==> config.mk <==
export PLATFORM = sky130hd
export DESIGN_NAME = unified_mem_arbiter
export DESIGN_NICKNAME = d
export VERILOG_FILES = /design/src/rtl/mips_pkg.sv /design/src/rtl/ack_watchdog.sv /design/src/rtl/unified_mem_arbiter.sv
export SDC_FILE = /design/constraint.sdc
export NUM_CORES = 1
export LEC_CHECK = 0
export CAP_MARGIN = 20
export CELL_PAD_IN_SITES_DETAIL_PLACEMENT = 1
export CELL_PAD_IN_SITES_GLOBAL_PLACEMENT = 1
export CORE_ASPECT_RATIO = 0.9
export CORE_UTILIZATION = 30
export DETAILED_ROUTE_END_ITERATION = 16
export PLACE_DENSITY_LB_ADDON = 0.1
export SYNTH_ARGS = -nofsm -noshare
export SYNTH_HDL_FRONTEND = slang
export SYNTH_SLANG_ARGS = --single-unit
==> constraint.sdc <==
create_clock -name clk -period 10.35 [get_ports clk]
set_clock_uncertainty 0.05 [all_clocks]
set_input_delay 2.07 -clock clk [delete_from_list [all_inputs] [get_ports clk]]
set_output_delay 2.07 -clock clk [all_outputs]
set_load 0.005 [all_outputs]
==> src/rtl/mips_pkg.sv <==
// Shared definitions for the pipeline memory-side blocks: arbiter state
// encoding, bus-owner encoding and default bus widths.
package mips_pkg;

  localparam int DEF_ADDR_W = 32;
  localparam int DEF_DATA_W = 32;

  // Arbiter FSM encoding, kept as plain constants for legacy compatibility
  localparam logic [1:0] ST_IDLE = 2'd0;
  localparam logic [1:0] ST_BUSY = 2'd1;
  localparam logic [1:0] ST_RESP = 2'd2;

  // Which pipeline stage currently owns the memory port
  typedef enum logic [1:0] {
    OWN_NONE  = 2'd0,
    OWN_FETCH = 2'd1,
    OWN_DATA  = 2'd2
  } owner_t;

endpackage

==> src/rtl/ack_watchdog.sv <==
// Counts cycles spent waiting for a memory acknowledge. 'expired' is high
// while the count sits at its last value, so the owner can abort the access
// in the same cycle instead of one cycle late.
module ack_watchdog #(
  parameter int ACK_TIMEOUT = 64
) (
  input  logic clk,
  input  logic rst,
  input  logic clear,
  input  logic count_en,
  output logic expired
);

  localparam int CNT_W = (ACK_TIMEOUT > 1) ? $clog2(ACK_TIMEOUT) : 1;
  localparam logic [CNT_W-1:0] LAST = CNT_W'(ACK_TIMEOUT - 1);

  logic [CNT_W-1:0] count_r;

  // Wait counter: clear wins over counting so a fresh access starts at zero
  always_ff @(posedge clk or posedge rst) begin
    if (rst) begin
      count_r <= '0;
    end else if (clear) begin
      count_r <= '0;
    end else if (count_en) begin
      count_r <= count_r + CNT_W'(1);
    end else begin
      count_r <= count_r;
    end
  end

  assign expired = (count_r == LAST);

endmodule

==> src/rtl/unified_mem_arbiter.sv <==
// Shares one single-ported, variable-latency memory between instruction
// fetch and the MEM stage. Data accesses win because the MEM-stage
// instruction is older. Each access is a req/ack transaction on the memory
// side; a watchdog aborts accesses whose ack never arrives so the pipeline
// cannot deadlock.
module unified_mem_arbiter
  import mips_pkg::*;
#(
  parameter int ADDR_W      = DEF_ADDR_W,
  parameter int DATA_W      = DEF_DATA_W,
  parameter int ACK_TIMEOUT = 64
) (
  input  logic              clk,
  input  logic              rst,
  input  logic              if_req,
  input  logic [ADDR_W-1:0] if_addr,
  input  logic              if_flush,
  output logic [DATA_W-1:0] if_rdata,
  output logic              if_ready,
  input  logic              dm_req,
  input  logic              dm_we,
  input  logic [ADDR_W-1:0] dm_addr,
  input  logic [DATA_W-1:0] dm_wdata,
  output logic [DATA_W-1:0] dm_rdata,
  output logic              dm_ready,
  output logic              stall_if,
  output logic              stall_mem,
  output logic              mem_req,
  output logic              mem_we,
  output logic [ADDR_W-1:0] mem_addr,
  output logic [DATA_W-1:0] mem_wdata,
  input  logic [DATA_W-1:0] mem_rdata,
  input  logic              mem_ack,
  output logic              bus_err
);

  logic [1:0]        state_r;
  owner_t            owner_r;
  logic              flush_pend_r;
  logic              wd_clear_s;
  logic              wd_en_s;
  logic              wd_expired_s;
  logic              busy_end_s;
  logic [DATA_W-1:0] resp_data_s;

  // Watchdog runs only while waiting in BUSY; it is held at zero elsewhere
  always_comb begin
    wd_clear_s = 1'b1;
    wd_en_s    = 1'b0;
    if (state_r == ST_BUSY) begin
      wd_clear_s = 1'b0;
      wd_en_s    = ~mem_ack;
    end else begin
      wd_clear_s = 1'b1;
      wd_en_s    = 1'b0;
    end
  end

  ack_watchdog #(
    .ACK_TIMEOUT(ACK_TIMEOUT)
  ) u_ack_watchdog (
    .clk      (clk),
    .rst      (rst),
    .clear    (wd_clear_s),
    .count_en (wd_en_s),
    .expired  (wd_expired_s)
  );

  // A BUSY access ends on ack, or on timeout; a late ack beats the timeout
  always_comb begin
    busy_end_s  = 1'b0;
    resp_data_s = '0;
    if (state_r == ST_BUSY) begin
      busy_end_s = mem_ack | wd_expired_s;
    end else begin
      busy_end_s = 1'b0;
    end
    if (mem_ack) begin
      resp_data_s = mem_rdata;
    end else begin
      resp_data_s = '0;
    end
  end

  // Arbitration FSM: grant in IDLE, hold the bus in BUSY, pulse ready in RESP
  always_ff @(posedge clk or posedge rst) begin
    if (rst) begin
      state_r   <= ST_IDLE;
      owner_r   <= OWN_NONE;
      mem_req   <= 1'b0;
      mem_we    <= 1'b0;
      mem_addr  <= '0;
      mem_wdata <= '0;
      if_rdata  <= '0;
      dm_rdata  <= '0;
      if_ready  <= 1'b0;
      dm_ready  <= 1'b0;
      bus_err   <= 1'b0;
    end else begin
      if_ready <= 1'b0;
      dm_ready <= 1'b0;
      case (state_r)
        ST_IDLE: begin
          if (dm_req) begin
            owner_r   <= OWN_DATA;
            mem_we    <= dm_we;
            mem_addr  <= dm_addr;
            mem_wdata <= dm_wdata;
            mem_req   <= 1'b1;
            state_r   <= ST_BUSY;
          end else if (if_req && !if_flush) begin
            owner_r   <= OWN_FETCH;
            mem_we    <= 1'b0;
            mem_addr  <= if_addr;
            mem_wdata <= '0;
            mem_req   <= 1'b1;
            state_r   <= ST_BUSY;
          end else begin
            state_r <= ST_IDLE;
          end
        end
        ST_BUSY: begin
          if (busy_end_s) begin
            mem_req <= 1'b0;
            state_r <= ST_RESP;
            if (!mem_ack) begin
              bus_err <= 1'b1;
            end
            case (owner_r)
              OWN_FETCH: begin
                // A flush seen in the ack cycle itself also cancels the fetch
                if (!flush_pend_r && !if_flush) begin
                  if_rdata <= resp_data_s;
                  if_ready <= 1'b1;
                end
              end
              OWN_DATA: begin
                dm_rdata <= resp_data_s;
                dm_ready <= 1'b1;
              end
              default: begin
                state_r <= ST_RESP;
              end
            endcase
          end
        end
        ST_RESP: begin
          state_r <= ST_IDLE;
          owner_r <= OWN_NONE;
        end
        default: begin
          state_r <= ST_IDLE;
          owner_r <= OWN_NONE;
          mem_req <= 1'b0;
        end
      endcase
    end
  end

  // Remember a flush that hits an in-flight fetch; forget it on return to IDLE
  always_ff @(posedge clk or posedge rst) begin
    if (rst) begin
      flush_pend_r <= 1'b0;
    end else if (state_r == ST_RESP) begin
      flush_pend_r <= 1'b0;
    end else if ((state_r == ST_BUSY) && (owner_r == OWN_FETCH) && if_flush) begin
      flush_pend_r <= 1'b1;
    end else begin
      flush_pend_r <= flush_pend_r;
    end
  end

  assign stall_if  = if_req & ~if_ready;
  assign stall_mem = dm_req & ~dm_ready;

endmodule

==> flow_summary.yaml <==
run_status:
  run_status: "complete, no violations"
logic_synthesis:
  synth_sequential_area_ratio_pct: 63.70
  synth-main-ff-cell: "sky130_fd_sc_hd__dfrtp_1"
  synth_xor_xnor_area_share_pct: 0.6193
  post-synth-top-count-cell: "sky130_fd_sc_hd__dfrtp_1"
  synthArstFlopShare_pct: 100.0
  ys_top_cells_by_area: "sky130_fd_sc_hd__dfrtp_1 64%, sky130_fd_sc_hd__a22o_1 15%, sky130_fd_sc_hd__mux2i_1 5.8%"
  postSynthCellCount: 428
  post_synth_and_or_nand_nor_area_fraction_pct: 5.596
  adder_cell_fraction_of_synth_area_pct: 0.2212
  mappedNetlistArea_um2: 5657
  synth_cell_types: 38
  synthesized_nets: 564
  synth_seq_cells: 144
  largest_family_of_logic_cells_by_synthesized_area: "compound AO/OA/AOI/OAI gates"
  synthesized_area_per_cell_um2: 13.22
  synth_enable_flop_cells: 0
  yosys.area.top_type_share_pct: 63.70
  compound_cell_area_share_of_the_yosys_netlist_pct: 19.51
  synthesis.yosys.warnings: 0
  synth_area_leader_cell: "sky130_fd_sc_hd__dfrtp_1"
  netlist_top_cells_count: "144 x sky130_fd_sc_hd__dfrtp_1, 96 x sky130_fd_sc_hd__a22o_1, 35 x sky130_fd_sc_hd__nand2_1"
  synth_mux_area_share_pct: 5.839
floorplan:
  design.die.area_um2: 19410
  initial_utilization_pct: 30.73
  core_area_um2: 18410
  die_wd_um: 146.7
  num_rows: 47
  die_height_um: 132.3
  top_level_ports: 270
routing:
  wl_mm: 17.40
  detail-route-antenna-nets: 0
  met3_wirelength_mm: 1.732
  met2_wirelength_mm: 7.993
  top_layer_used: "met4"
  post_drt_wl_per_cell_um: 18.37
  dr_total_vias: 4478
  detailedRoute.firstPassIterationCount: 4
  met1_routed_wirelength_after_detailed_routing_mm: 7.412
  first_iter_violations: 120
  route.detailed.vias_per_inst: 4.729
  remaining_drc_errors: 0
hold_path:
  min_from: "bus_err"
  min_path_type: "flop to flop"
grt:
  grt.total_usage_pct: 18.69
  number_of_global_route_vias_before_repair: 4999
  largest_net_degree_at_the_start_of_global_routing: 99
  grt_antenna_before_repair: 0
  gr-total-overflow: 0
  grt_first_pass_wirelength_mm: 28.10
power_and_ir_drop:
  pwr_density_cell_nw_per_um2: 280.7
  maximum_vdd_ir_drop_mv: 0.1212
  leakagePower_nw: 4.023
place:
  numPortBuffers: 269
  placedInstanceArea_um2: 8483
  gp_congestion: 0.7548
  hpwl_mm: 11.92
clock_tree:
  clock_tree_from_tritoncts: "yes"
  post_cts_resized: 0
  post_cts_setup_bufs: 0
  cts_hold_buffers: 0
  clk_latency_ns: 0.42
  max-clock-path-buffers: 2
  clk_root_buffer_cell: "sky130_fd_sc_hd__clkbuf_16"
  clk_pin_slew_worst_paths_ns: 0.06
  h-tree-depth: 4
  cts_made_buffers: 17
  tritoncts_num_sinks: 144
critical_path:
  crit_fanout: 34
  worstSetupStartpointType: "input port"
  timing.critical_path.cells: "buf_2 -> buf_4 -> inv_2 -> nor2_1 -> clkdlybuf4s50_1"
  setup.worst_path.class: "input port to output port"
  critPathMaxStageDelay_ns: 0.54
  cp.arrival_ns: 3.46
  end_kind: "output port"
  cp.required_ns: 8.23
  critical_path.startpoint: "dm_req"
  crit_path_top_delay_cell: "sky130_fd_sc_hd__clkdlybuf4s50_1"
  worstReg2RegStart: "state_r[1]"
sta:
  post-route-min-period_ns: 5.580
  finalSetupViolations: 0
  final-hold-violation-count: 0
  final_total_negative_setup_slack_ns: 0
  final_min_period_over_clock_period_pct: 53.91
  unrepaired_setup_endpoints_after_global_routing: "no"
  worst_slew_margin_rel_pct: 35.99
  maxSlewViolCount: 0
  max_clock_freq_mhz: 179.2
  timing_worst_slew_pin_value_ns: 0.9601
flow_run:
  reported_max_cap_violation_count: 0
layout:
  layout_net_count: 825
  layout.filler_cells: 1903
  post_route_cells_drive_above_1_share_pct: 7.123
  syn2layout_area_growth_pct: 60.89
  n_antenna_cell: 0
  layout.cell_area.non_filler_um2: 9101
-- metal layers --
layer	vias to the layer above	GRT usage (%)
li1	2084	-
met1	2201	22.94
met2	176	29.17
met3	17	8.166
met4	0	6.597
met5	-	0
-- worst max-delay path: cells and delay by family --
family	cells	cell delay [ns]
buffers and inverters	4	1.25
and+or+nand+nor	1	0.13
-- metrics by stage --
stage               power [mW]  instances  utilization [%]  worst slack, ns  hold WS, ns
global placement         1.927        914            46.09            4.770       0.4054
floorplan                1.318        428                -            4.364       0.4010
CTS                      2.599        946            49.30            4.753       0.4250
detailed placement       1.953        914            46.09            4.749       0.4095
global route             2.715        947            49.45            4.623       0.4357
finish                   2.555        947            49.45            4.770       0.4191
-- report_power, final --
part           switching [mW]  leakage [nW]  internal, mW
clock                   0.275         0.290         0.344
combinational           0.346          1.91         0.627
sequential              0.152          1.83         0.812
-- registers in the layout, indices dropped and copies added (netlist names) --
signal,count
state_r,2
flush_pend_r,1
mem_req,1
bus_err,1
u_ack_watchdog.count_r,6
mem_we,1
dm_rdata,32
mem_addr,32
mem_wdata,32
dm_ready,1
if_rdata,32
owner_r,2
if_ready,1
-- cells by family (layout without fill, tap and decap cells) --
logic type,count (synthesis),count (layout)
buffers and inverters,41,315
AND/OR/NAND/NOR,63,63
adder cells (fa/ha/maj),1,1
multiplexers,33,33
flip-flops,144,144
XOR/XNOR,4,4
AO/OA/AOI/OAI,142,142
-- final cells by class --
class,count,area [um2],area share (%)
Clock buffer,17,425.4,4.674
Clock inverter,15,165.2,1.815
Inverter,6,27.53,0.3024
Multi-Input combinational cell,243,1805,19.84
Sequential cell,144,3603,39.59
Tap cell,245,306.5,3.368
Timing Repair Buffer,277,2768,30.41
-- final timing paths --
check | slack, ns | cells after the start | endpoint
max in group asynchronous | 7.14 | 4 | mem_wdata[1]
hold reg to reg | 0.42 | 1 | bus_err
setup reg to reg | 8.08 | 5 | if_rdata[29]
hold / removal | 0.42 | 1 | bus_err
min in group asynchronous | 2.03 | 2 | mem_wdata[9]
setup / recovery | 4.77 | 5 | stall_mem
-- cells in the final DEF, fill, tap and decap left out, types with 10 or more instances in the layout --
cell type	n
sky130_fd_sc_hd__a22o_1	96
sky130_fd_sc_hd__clkbuf_16	17
sky130_fd_sc_hd__clkdlybuf4s50_1	268
sky130_fd_sc_hd__nand2_1	35
sky130_fd_sc_hd__o21ai_0	25
sky130_fd_sc_hd__mux2i_1	33
sky130_fd_sc_hd__o21ai_1	10
sky130_fd_sc_hd__dfrtp_1	144
sky130_fd_sc_hd__nor2_1	10
(Power assumes the default switching activity.)
